`src/rtl/kbest_path_sorter_if.sv`:
```
// Candidate/survivor stream bundle for kbest_path_sorter.
//   in_valid/in_ready/in_ped/in_path/in_last       : child candidates into the sorter
//   out_valid/out_ready/out_ped/out_path/out_last  : survivors out, ascending PED
// master : the side that supplies candidates and consumes survivors
// slave  : the sorter itself
interface kbest_path_sorter_if #(
  parameter int unsigned ERR_WL  = 16,
  parameter int unsigned PATH_WL = 8
);
  logic               in_valid;
  logic               in_ready;
  logic [ERR_WL-1:0]  in_ped;
  logic [PATH_WL-1:0] in_path;
  logic               in_last;
  logic               out_valid;
  logic               out_ready;
  logic [ERR_WL-1:0]  out_ped;
  logic [PATH_WL-1:0] out_path;
  logic               out_last;

  modport master (
    output in_valid, in_ped, in_path, in_last, out_ready,
    input  in_ready, out_valid, out_ped, out_path, out_last
  );

  modport slave (
    input  in_valid, in_ped, in_path, in_last, out_ready,
    output in_ready, out_valid, out_ped, out_path, out_last
  );
endinterface

```
`src/rtl/kbest_path_sorter.sv`:
```
// K-best survivor selector for one tree level. Candidates {PED, PATH} are
// inserted into a K-deep sorted shift register (slot 0 = smallest PED, ties
// keep arrival order). After the candidate flagged in_last the survivors are
// drained head-first in ascending PED order, then the sorter re-arms.
// Ports:
//   clk, rst  : clock, synchronous active-high reset
//   bus       : kbest_path_sorter_if.slave (candidate in / survivor out streams)
//   cand_cnt  : candidates accepted this level, saturating at all-ones
module kbest_path_sorter #(
  parameter int unsigned K       = 4,
  parameter int unsigned ERR_WL  = 16,
  parameter int unsigned PATH_WL = 8,
  parameter int unsigned CNT_WL  = 8
) (
  input  logic                  clk,
  input  logic                  rst,
  kbest_path_sorter_if.slave    bus,
  output logic [CNT_WL-1:0]     cand_cnt
);

  typedef enum logic {COLLECT, DRAIN} state_t;

  state_t state_q, state_d;

  logic               vld_q  [K];
  logic               vld_d  [K];
  logic [ERR_WL-1:0]  ped_q  [K];
  logic [ERR_WL-1:0]  ped_d  [K];
  logic [PATH_WL-1:0] path_q [K];
  logic [PATH_WL-1:0] path_d [K];
  logic [CNT_WL-1:0]  cand_cnt_q, cand_cnt_d;

  logic [K-1:0] le;        // slot holds a valid PED <= incoming PED
  logic         accept;
  logic         pop;
  logic         next_vld;  // slot behind the head is occupied
  logic         head_last;

  if (K > 1) begin : g_multi
    assign next_vld = vld_q[1];
  end else begin : g_single
    assign next_vld = 1'b0;
  end

  assign accept    = (state_q == COLLECT) && bus.in_valid;
  assign head_last = vld_q[0] && !next_vld;
  assign pop       = (state_q == DRAIN) && vld_q[0] && bus.out_ready;
  assign cand_cnt  = cand_cnt_q;

  // State register
  always_ff @(posedge clk) begin
    if (rst) state_q <= COLLECT;
    else     state_q <= state_d;
  end

  // Next-state logic
  always_comb begin
    state_d = state_q;
    unique case (state_q)
      COLLECT: if (accept && bus.in_last) state_d = DRAIN;
      DRAIN:   if (pop && head_last)      state_d = COLLECT;
      default: state_d = COLLECT;
    endcase
  end

  // Output logic
  always_comb begin
    bus.in_ready  = 1'b0;
    bus.out_valid = 1'b0;
    bus.out_ped   = '0;
    bus.out_path  = '0;
    bus.out_last  = 1'b0;
    unique case (state_q)
      COLLECT: bus.in_ready = 1'b1;
      DRAIN: begin
        bus.out_valid = vld_q[0];
        bus.out_ped   = ped_q[0];
        bus.out_path  = path_q[0];
        bus.out_last  = head_last;
      end
      default: ;
    endcase
  end

  // Slot update. Valid slots always form a sorted prefix, so le[] is a run of
  // ones followed by zeros: slot i keeps its entry if le[i], takes the new
  // entry at the first zero, and otherwise inherits slot i-1.
  always_comb begin
    for (int unsigned i = 0; i < K; i++) begin
      vld_d[i]  = vld_q[i];
      ped_d[i]  = ped_q[i];
      path_d[i] = path_q[i];
      le[i]     = vld_q[i] && (ped_q[i] <= bus.in_ped);
    end
    cand_cnt_d = cand_cnt_q;

    if (accept) begin
      if (cand_cnt_q != '1) cand_cnt_d = cand_cnt_q + CNT_WL'(1);
      if (!le[0]) begin
        vld_d[0]  = 1'b1;
        ped_d[0]  = bus.in_ped;
        path_d[0] = bus.in_path;
      end
      for (int unsigned i = 1; i < K; i++) begin
        if (!le[i]) begin
          if (le[i-1]) begin
            vld_d[i]  = 1'b1;
            ped_d[i]  = bus.in_ped;
            path_d[i] = bus.in_path;
          end else begin
            vld_d[i]  = vld_q[i-1];
            ped_d[i]  = ped_q[i-1];
            path_d[i] = path_q[i-1];
          end
        end
      end
    end else if (pop) begin
      if (head_last) begin
        for (int unsigned i = 0; i < K; i++) vld_d[i] = 1'b0;
        cand_cnt_d = '0;
      end else begin
        for (int unsigned i = 0; i + 1 < K; i++) begin
          vld_d[i]  = vld_q[i+1];
          ped_d[i]  = ped_q[i+1];
          path_d[i] = path_q[i+1];
        end
        vld_d[K-1] = 1'b0;
      end
    end
  end

  always_ff @(posedge clk) begin
    if (rst) begin
      for (int unsigned i = 0; i < K; i++) begin
        vld_q[i]  <= 1'b0;
        ped_q[i]  <= '0;
        path_q[i] <= '0;
      end
      cand_cnt_q <= '0;
    end else begin
      vld_q      <= vld_d;
      ped_q      <= ped_d;
      path_q     <= path_d;
      cand_cnt_q <= cand_cnt_d;
    end
  end

endmodule

```
`src/flat_wrapper.sv`:
```
// flat-port wrapper written by rule: the top's interface ports become plain ports
module kbest_path_sorter_flat 
#(
  parameter int unsigned K       = 4,
  parameter int unsigned ERR_WL  = 16,
  parameter int unsigned PATH_WL = 8,
  parameter int unsigned CNT_WL  = 8
)
  (clk, rst, cand_cnt, bus_in_valid, bus_in_ped, bus_in_path, bus_in_last, bus_out_ready, bus_in_ready, bus_out_valid, bus_out_ped, bus_out_path, bus_out_last);
  kbest_path_sorter_if #(.ERR_WL(ERR_WL), .PATH_WL(PATH_WL)) bus_i ();
  input  logic clk;
  input  logic rst;
  output logic [CNT_WL-1:0] cand_cnt;
  input wire logic [$bits(bus_i.in_valid)-1:0] bus_in_valid;
  input wire logic [$bits(bus_i.in_ped)-1:0] bus_in_ped;
  input wire logic [$bits(bus_i.in_path)-1:0] bus_in_path;
  input wire logic [$bits(bus_i.in_last)-1:0] bus_in_last;
  input wire logic [$bits(bus_i.out_ready)-1:0] bus_out_ready;
  output wire logic [$bits(bus_i.in_ready)-1:0] bus_in_ready;
  output wire logic [$bits(bus_i.out_valid)-1:0] bus_out_valid;
  output wire logic [$bits(bus_i.out_ped)-1:0] bus_out_ped;
  output wire logic [$bits(bus_i.out_path)-1:0] bus_out_path;
  output wire logic [$bits(bus_i.out_last)-1:0] bus_out_last;
  assign bus_i.in_valid = bus_in_valid;
  assign bus_i.in_ped = bus_in_ped;
  assign bus_i.in_path = bus_in_path;
  assign bus_i.in_last = bus_in_last;
  assign bus_i.out_ready = bus_out_ready;
  assign bus_in_ready = bus_i.in_ready;
  assign bus_out_valid = bus_i.out_valid;
  assign bus_out_ped = bus_i.out_ped;
  assign bus_out_path = bus_i.out_path;
  assign bus_out_last = bus_i.out_last;
  kbest_path_sorter #(.K(K), .ERR_WL(ERR_WL), .PATH_WL(PATH_WL), .CNT_WL(CNT_WL)) u_core (.clk(clk), .rst(rst), .bus(bus_i), .cand_cnt(cand_cnt));
endmodule
```
`config.mk`:
```
export PLATFORM = sky130hd
export DESIGN_NAME = kbest_path_sorter_flat
export DESIGN_NICKNAME = d
export VERILOG_FILES = /design/src/rtl/kbest_path_sorter_if.sv /design/src/rtl/kbest_path_sorter.sv /design/src/flat_wrapper.sv
export SDC_FILE = /design/constraint.sdc
export NUM_CORES = 1
export LEC_CHECK = 0
export CORE_UTILIZATION = 40
export CTS_BUF_LIST = sky130_fd_sc_hd__clkbuf_16
export CTS_CLUSTER_SIZE = 40
export DETAILED_ROUTE_END_ITERATION = 10
export DONT_BUFFER_PORTS = 1
export PLACE_DENSITY = 0.65
export SYNTH_ARGS = -nofsm -noshare
export SYNTH_HDL_FRONTEND = slang
export SYNTH_SLANG_ARGS = --single-unit
```
`constraint.sdc`:
```
create_clock -name clk -period 7.25 [get_ports clk]
set_input_delay 1.45 -clock clk [delete_from_list [all_inputs] [get_ports clk]]
set_output_delay 1.45 -clock clk [all_outputs]
set_load 0.005 [all_outputs]
```
==> summary.txt, run 1 <==
Initial DRC count: 733
Placed Area: 8130 um^2
Share of the synthesized area in the top cell type: 27.3%
Synth Warn #: 0
Worst r2r path cells: 9
CTS Root Cell: clkbuf_16
Kind of critical path: in2reg
Worst skew pair latency: 0.36 ns
Finished Layout Cells: 1162
Global Route Usage Sum: 27.9%
Number of flops mapped to enable cells by yosys: 0
Core Util, Final: 43.3%
Total vias in the final route: 7766
Ys async rst share: 0%
Power density cells: 208 nW/um^2
Post-synth cell types: 63
Clk buf depth: 2
Row Count: 51
# port buffers: 0
Layout cell share with drive strength beyond 1: 8.81%
H-tree depth: 3
Fin worst setup slack: 2.82 ns
Die ar.: 20500 um^2
Netlist area before placement: 7980 um^2
Crit path launch type: input pin
Setup Fix Bufs, Post-CTS: 0
Max Clock Skew: 0.00755 ns
Mean Syn Cell Area: 8.49 um^2
Area leader, netlist: dfxtp_1
DRT Wirelength: 28.1 mm
Worst setup EP type: flop
Count leader, synth: dfxtp_1
Top cells by area, synth: dfxtp_1 (27%), ha_1 (10%), o221ai_1 (5.0%)
Place WS: 2.52 ns
Vias in the first global route: 7349
Total gr overflow: 0
Clk network pwr share: 31.5%
Clock sinks: 109
VDD IR max: 0.000122 V
Max-slew headroom: 10.8%
Mapped Nets: 1034
Post-route cell area: 8450 um^2
WP data required: 7.55 ns
Flop pwr share: 41.6%
Post-detailed-route DRC marker count: 0
Top Ports: 64
Area Overhead vs Synth: 5.81%
Placeable Area: 19500 um^2
CTS resizes: 0
Worst slew pin tran: 1.34 ns
CTS clock-pin slew for the worst setup and hold paths: 0.08 ns
Initial antenna violation count: 0
Vias per inst: 6.68
Antenna viol nets, final: 0
Status: completed
Number of buffers created by CTS: 9
Hold_buf cts: 0
Final #Nets: 986
First-pass GRT wire length: 43.3 mm
Synth Instances: 940
Hold crit path type: reg2reg
Combinational share of power: 27.0%
Sw Ratio: 34.5%
Final period util: 61.1%
Placer congestion estimate: 0.913
Yosys reg bits: 109
Final hold violations: 0
Net Switching: 0.000607 W
Dpl cells: 1146
Lkg Pwr: 3.24 nW
Setup TNS: 0 ns
Wire per inst: 24.2 um
Hold depth: 1
Post-synth top cells: dfxtp_1 (109), nand2_1 (97), ha_1 (65), a21oi_1 (55), o21ai_0 (55)
HPWL after detailed placement: 17.4 mm
Fmax: 226 MHz
Critical Path AT: 4.73 ns
Die Width: 143 um
Sequential fraction of the synthesis area: 27.3%
Crit path max fanout: 19
Final min period: 4.43 ns
Die span in y: 143 um
Int Pwr: 0.00115 W
Endpoints failing setup: 0
CTS tree: done
Ant diodes: 0
Dominant synthesized flop cell: dfxtp_1
Initial Utilization: 40.9%
RSZ-0062 raised after global routing: no
DR pass1 iterations: 5
Largest net degree at the start of global routing: 77
Max Slew Vio Count: 0
MaxCap Viol Count: 0
-- worst max-delay path, stage by stage --
cell and delay [ns]:
inv_1 0.19, ha_1 0.29, and4_1 0.25, nand2_1 0.09, and3b_1 0.22, nor4_4 0.69
buf_4 0.43, o311a_1 0.60, buf_4 0.35, a32o_1 0.15
-- path summary, 6_finish.rpt --
path | startpoint | end | slack, ns
setup / recovery | bus_in_ped[13] | u_core.ped_q[25] | 2.82
hold / removal | u_core.ped_q[16] | u_core.ped_q[16] | 0.47
setup reg to reg | u_core.ped_q[31] | u_core.ped_q[25] | 3.72
hold reg to reg | u_core.ped_q[16] | u_core.ped_q[16] | 0.47
-- cells in the final DEF (no fill, tap or decap), drive strengths merged, types with 4 or more instances in the layout --
master and n:
ha 65, nor4 6, nor2 18, nand4 11
nand2 97, a21oi 56, nand3 5, a311oi 47
and4 5, nand3b 23, buf 24, o211a 22
dfxtp 109, o221ai 46, mux2i 26, o21a 26
inv 36, and3 4, and2 28, a32o 24
clkbuf 9, or3 48, nor3 31, o21ai 83
o31ai 4, nor2b 6
-- layer usage --
| metal | wire length [um] | GRT usage (%) |
|---|---|---|
| met4 | 894 | 12.7 |
| met3 | 3020 | 6.94 |
| met1 | 11500 | 36.2 |
| met5 | 0 | 0 |
| met2 | 12600 | 43.5 |
-- stage by stage --
| stage | hold slack (ns) | total power, W |
|---|---|---|
| global placement | 0.449 | 0.00120 |
| finish | 0.475 | 0.00176 |
| CTS | 0.475 | 0.00175 |
| floorplan | 0.442 | 0.00108 |
| global route | 0.499 | 0.00184 |
| detailed placement | 0.457 | 0.00120 |
-- power by group through the flow --
stage	registers, W	logic [W]	clock network, W
2_1_floorplan	0.000713	0.000367	0
3_3_place_gp	0.000740	0.000456	0
3_5_place_dp	0.000740	0.000464	0
4_1_cts	0.000727	0.000467	0.000558
5_1_grt	0.000736	0.000523	0.000578
6_report	0.000731	0.000474	0.000553
-- cell families (layout without fill, tap and decap cells) --
kind of cell    after synthesis  count (layout)  synth area share (%)
mux                          27              27                  3.40
flops                       109             109                  27.3
buf+inv                     115              72                  6.47
compound gates              328             328                  32.1
xor+xnor                      6               6                 0.658
simple gates                290             290                  19.9
fa+ha+maj                    65              65                  10.2
-- layout make-up --
cell class	instances	area [um^2]
clock buffer	9	225
sequential	109	2180
fill	1979	11100
clock inverter	7	88.8
tap	265	332
inverter	32	120
timing repair buffer	24	180
multi-input combinational	716	5320
-- registers in the layout, summed over array words and instances (netlist names) --
signal and count:
u_core.ped_q 64, u_core.path_q 32, u_core.cand_cnt 8, u_core.vld_q 3, u_core.next_vld 1, u_core.state_q 1
No activity file was read; power rests on OpenSTA's default activity.
==> run 2, diff against run 1 <==
- PLACE_DENSITY: 0.65 -> 0.67
- clock period: 7.25 -> 4 ns (I/O delays scaled with it)
==> summary.txt, run 2 (synthesized netlist as in run 1, its figures left out) <==
Status: completed
Antenna viol nets, final: 0 (unchanged)
RSZ-0062 raised after global routing: no
Max FFs per register: 64 (unchanged)
End of the worst register-to-register path: u_core.path_q[14]
Most flops, register: u_core.ped_q
Placer congestion estimate: 0.915 (+0.25%)
MaxCap Viol Count: 0 (unchanged)
Max Slew Vio Count: 0 (unchanged)
Setup slack, reg-to-reg: 0.96 ns (-2.76 ns)
Die span in y: 143 um (unchanged)
Die Width: 143 um (unchanged)
H-tree depth: 3 (unchanged)
Ant diodes: 0 (unchanged)
CTS resizes: 0 (unchanged)
# port buffers: 0 (unchanged)
Wire per inst: 23.8 um (-1.6%)
Die ar.: 20500 um^2 (unchanged)
Worst r2r path cells: 7 (-2)
VDD IR max: 0.000216 V (+77%)
Critical Path AT: 3.60 ns (-1.13 ns)
Worst hold start: u_core.ped_q[16]
Kind of critical path: in2reg
Vias per inst: 6.58 (-1.5%)
CTS tree: done
Setup TNS: 0 ns (unchanged)
Final min period: 3.30 ns
Largest net degree at the start of global routing: 58 (-25%)
Final period util: 82.6%
Placed Area: 8170 um^2 (+0.46%)
Hold slack: 0.484 ns (+0.00919 ns)
Hold_buf cts: 0 (unchanged)
Post-route cell area: 8490 um^2 (+0.44%)
Worst skew pair latency: 0.37 ns (about the same)
Area Overhead vs Synth: 6.28%
Crit path max fanout: 24 (+5)
Global Route Usage Sum: 27.3% (-0.66 points)
First-pass GRT wire length: 42.6 mm (-1.6%)
Worst slew pin tran: 1.43 ns (+0.0973 ns)
WP data required: 4.30 ns (-3.25 ns)
Max-slew headroom: 4.34% (-6.5 points)
Worst setup EP type: flop
Final #Nets: 991 (+0.51%)
Clk buf depth: 2 (unchanged)
Initial Utilization: 40.9% (unchanged)
HPWL after detailed placement: 17.8 mm (+2.7%)
Hold crit path type: reg2reg
Initial DRC count: 920 (+26%)
DRT Wirelength: 27.7 mm (-1.2%)
Post-detailed-route DRC marker count: 0 (unchanged)
Final hold violations: 0 (unchanged)
Crit path launch type: input pin
Top Ports: 64 (unchanged)
Vias in the first global route: 7396 (+0.64%)
Max Clock Skew: 0.00648 ns (-0.00107 ns)
Most frequent cells in the layout: dfxtp_1 (109), nand2_1 (97), ha_1 (65), o21ai_0 (55), a21oi_1 (55)
Number of buffers created by CTS: 9 (unchanged)
Row Count: 51 (unchanged)
Setup Fix Bufs, Post-CTS: 0 (unchanged)
Placeable Area: 19500 um^2 (unchanged)
Lkg Pwr: 3.26 nW (+0.63%)
Initial antenna violation count: 0 (unchanged)
Layout cell share with drive strength beyond 1: 9.31% (+0.51 points)
Endpoints failing setup: 0 (unchanged)
CTS clock-pin slew for the worst setup and hold paths: 0.07 ns (about the same)
Power density cells: 375 nW/um^2 (+80%)
Fmax: 303 MHz
Min-Delay Endpoint: u_core.ped_q[16]
Core Util, Final: 43.5% (+0.19 points)
Most common cell after layout, fill and taps aside: dfxtp_1
Total gr overflow: 0 (unchanged)
DR pass1 iterations: 5 (unchanged)
CTS Root Cell: clkbuf_16
Clock sinks: 109 (unchanged)
Reg-to-reg critical path startpoint: u_core.ped_q[28]
Total vias in the final route: 7684 (-1.1%)
Hold depth: 1 (unchanged)
## run 2: cell count changes in the layout (fill, tap and decap cells not counted), sizes merged
cell | before | now
buf | 24 | 29
clkinv | 1 | 2
inv | 36 | 35
## run 2: how the worst max path moves through the flow
stage / to / start / slack [ns] / cells past startpoint
2_1_floorplan: u_core.ped_q[19] / bus_in_ped[10] / 1.12 / 9
3_3_place_gp: u_core.ped_q[24] / bus_in_ped[13] / 0.54 / 8
3_5_place_dp: u_core.path_q[14] / bus_in_ped[13] / 0.42 / 8
4_1_cts: u_core.path_q[14] / bus_in_ped[13] / 0.80 / 8
5_1_grt: u_core.path_q[9] / bus_in_ped[13] / 0.68 / 8
6_report: u_core.path_q[14] / bus_in_ped[13] / 0.70 / 8
## run 2: metrics by stage
step | power, W | worst slack [ns] | cells
global route | 0.00333 | 0.676 | 1167
floorplan | 0.00196 | 1.12 | 940
finish | 0.00318 | 0.696 | 1167
detailed placement | 0.00219 | 0.424 | 1151
global placement | 0.00217 | 0.541 | 1151
CTS | 0.00317 | 0.802 | 1167
## run 2: worst max-delay path, stage by stage
cell and delay (ns):
inv_1 0.19, ha_1 0.30, and4_1 0.25, a21oi_1 0.18
o21ai_1 0.14, nor4_4 0.31, o311a_1 1.18, a32o_1 0.24
## run 2: power breakdown
group / total [W] / internal (W) / switching [W]
registers: 0.00133 / 0.00119 / 0.000138
logic: 0.000857 / 0.000348 / 0.000509
clock network: 0.000992 / 0.000548 / 0.000444
## run 2: routing by layer
layer  GRT usage, %  up-vias  share of wire (%)  wire length (um)
met2           43.4      408                 46             12700
met3           6.74       67                 10              2840
met4           12.1        0                3.5               967
li1               -     3520                  -                 -
met1           34.7     3689                 40             11200
met5              0        -                  0                 0
## run 2: cell type report
class / instances / area [um^2]
Sequential cell: 109 / 2180
Multi-Input combinational cell: 716 / 5320
Inverter: 32 / 120
Clock buffer: 9 / 225
Clock inverter: 7 / 88.8
Fill cell: 1977 / 11000
Tap cell: 265 / 332
Timing Repair Buffer: 29 / 218
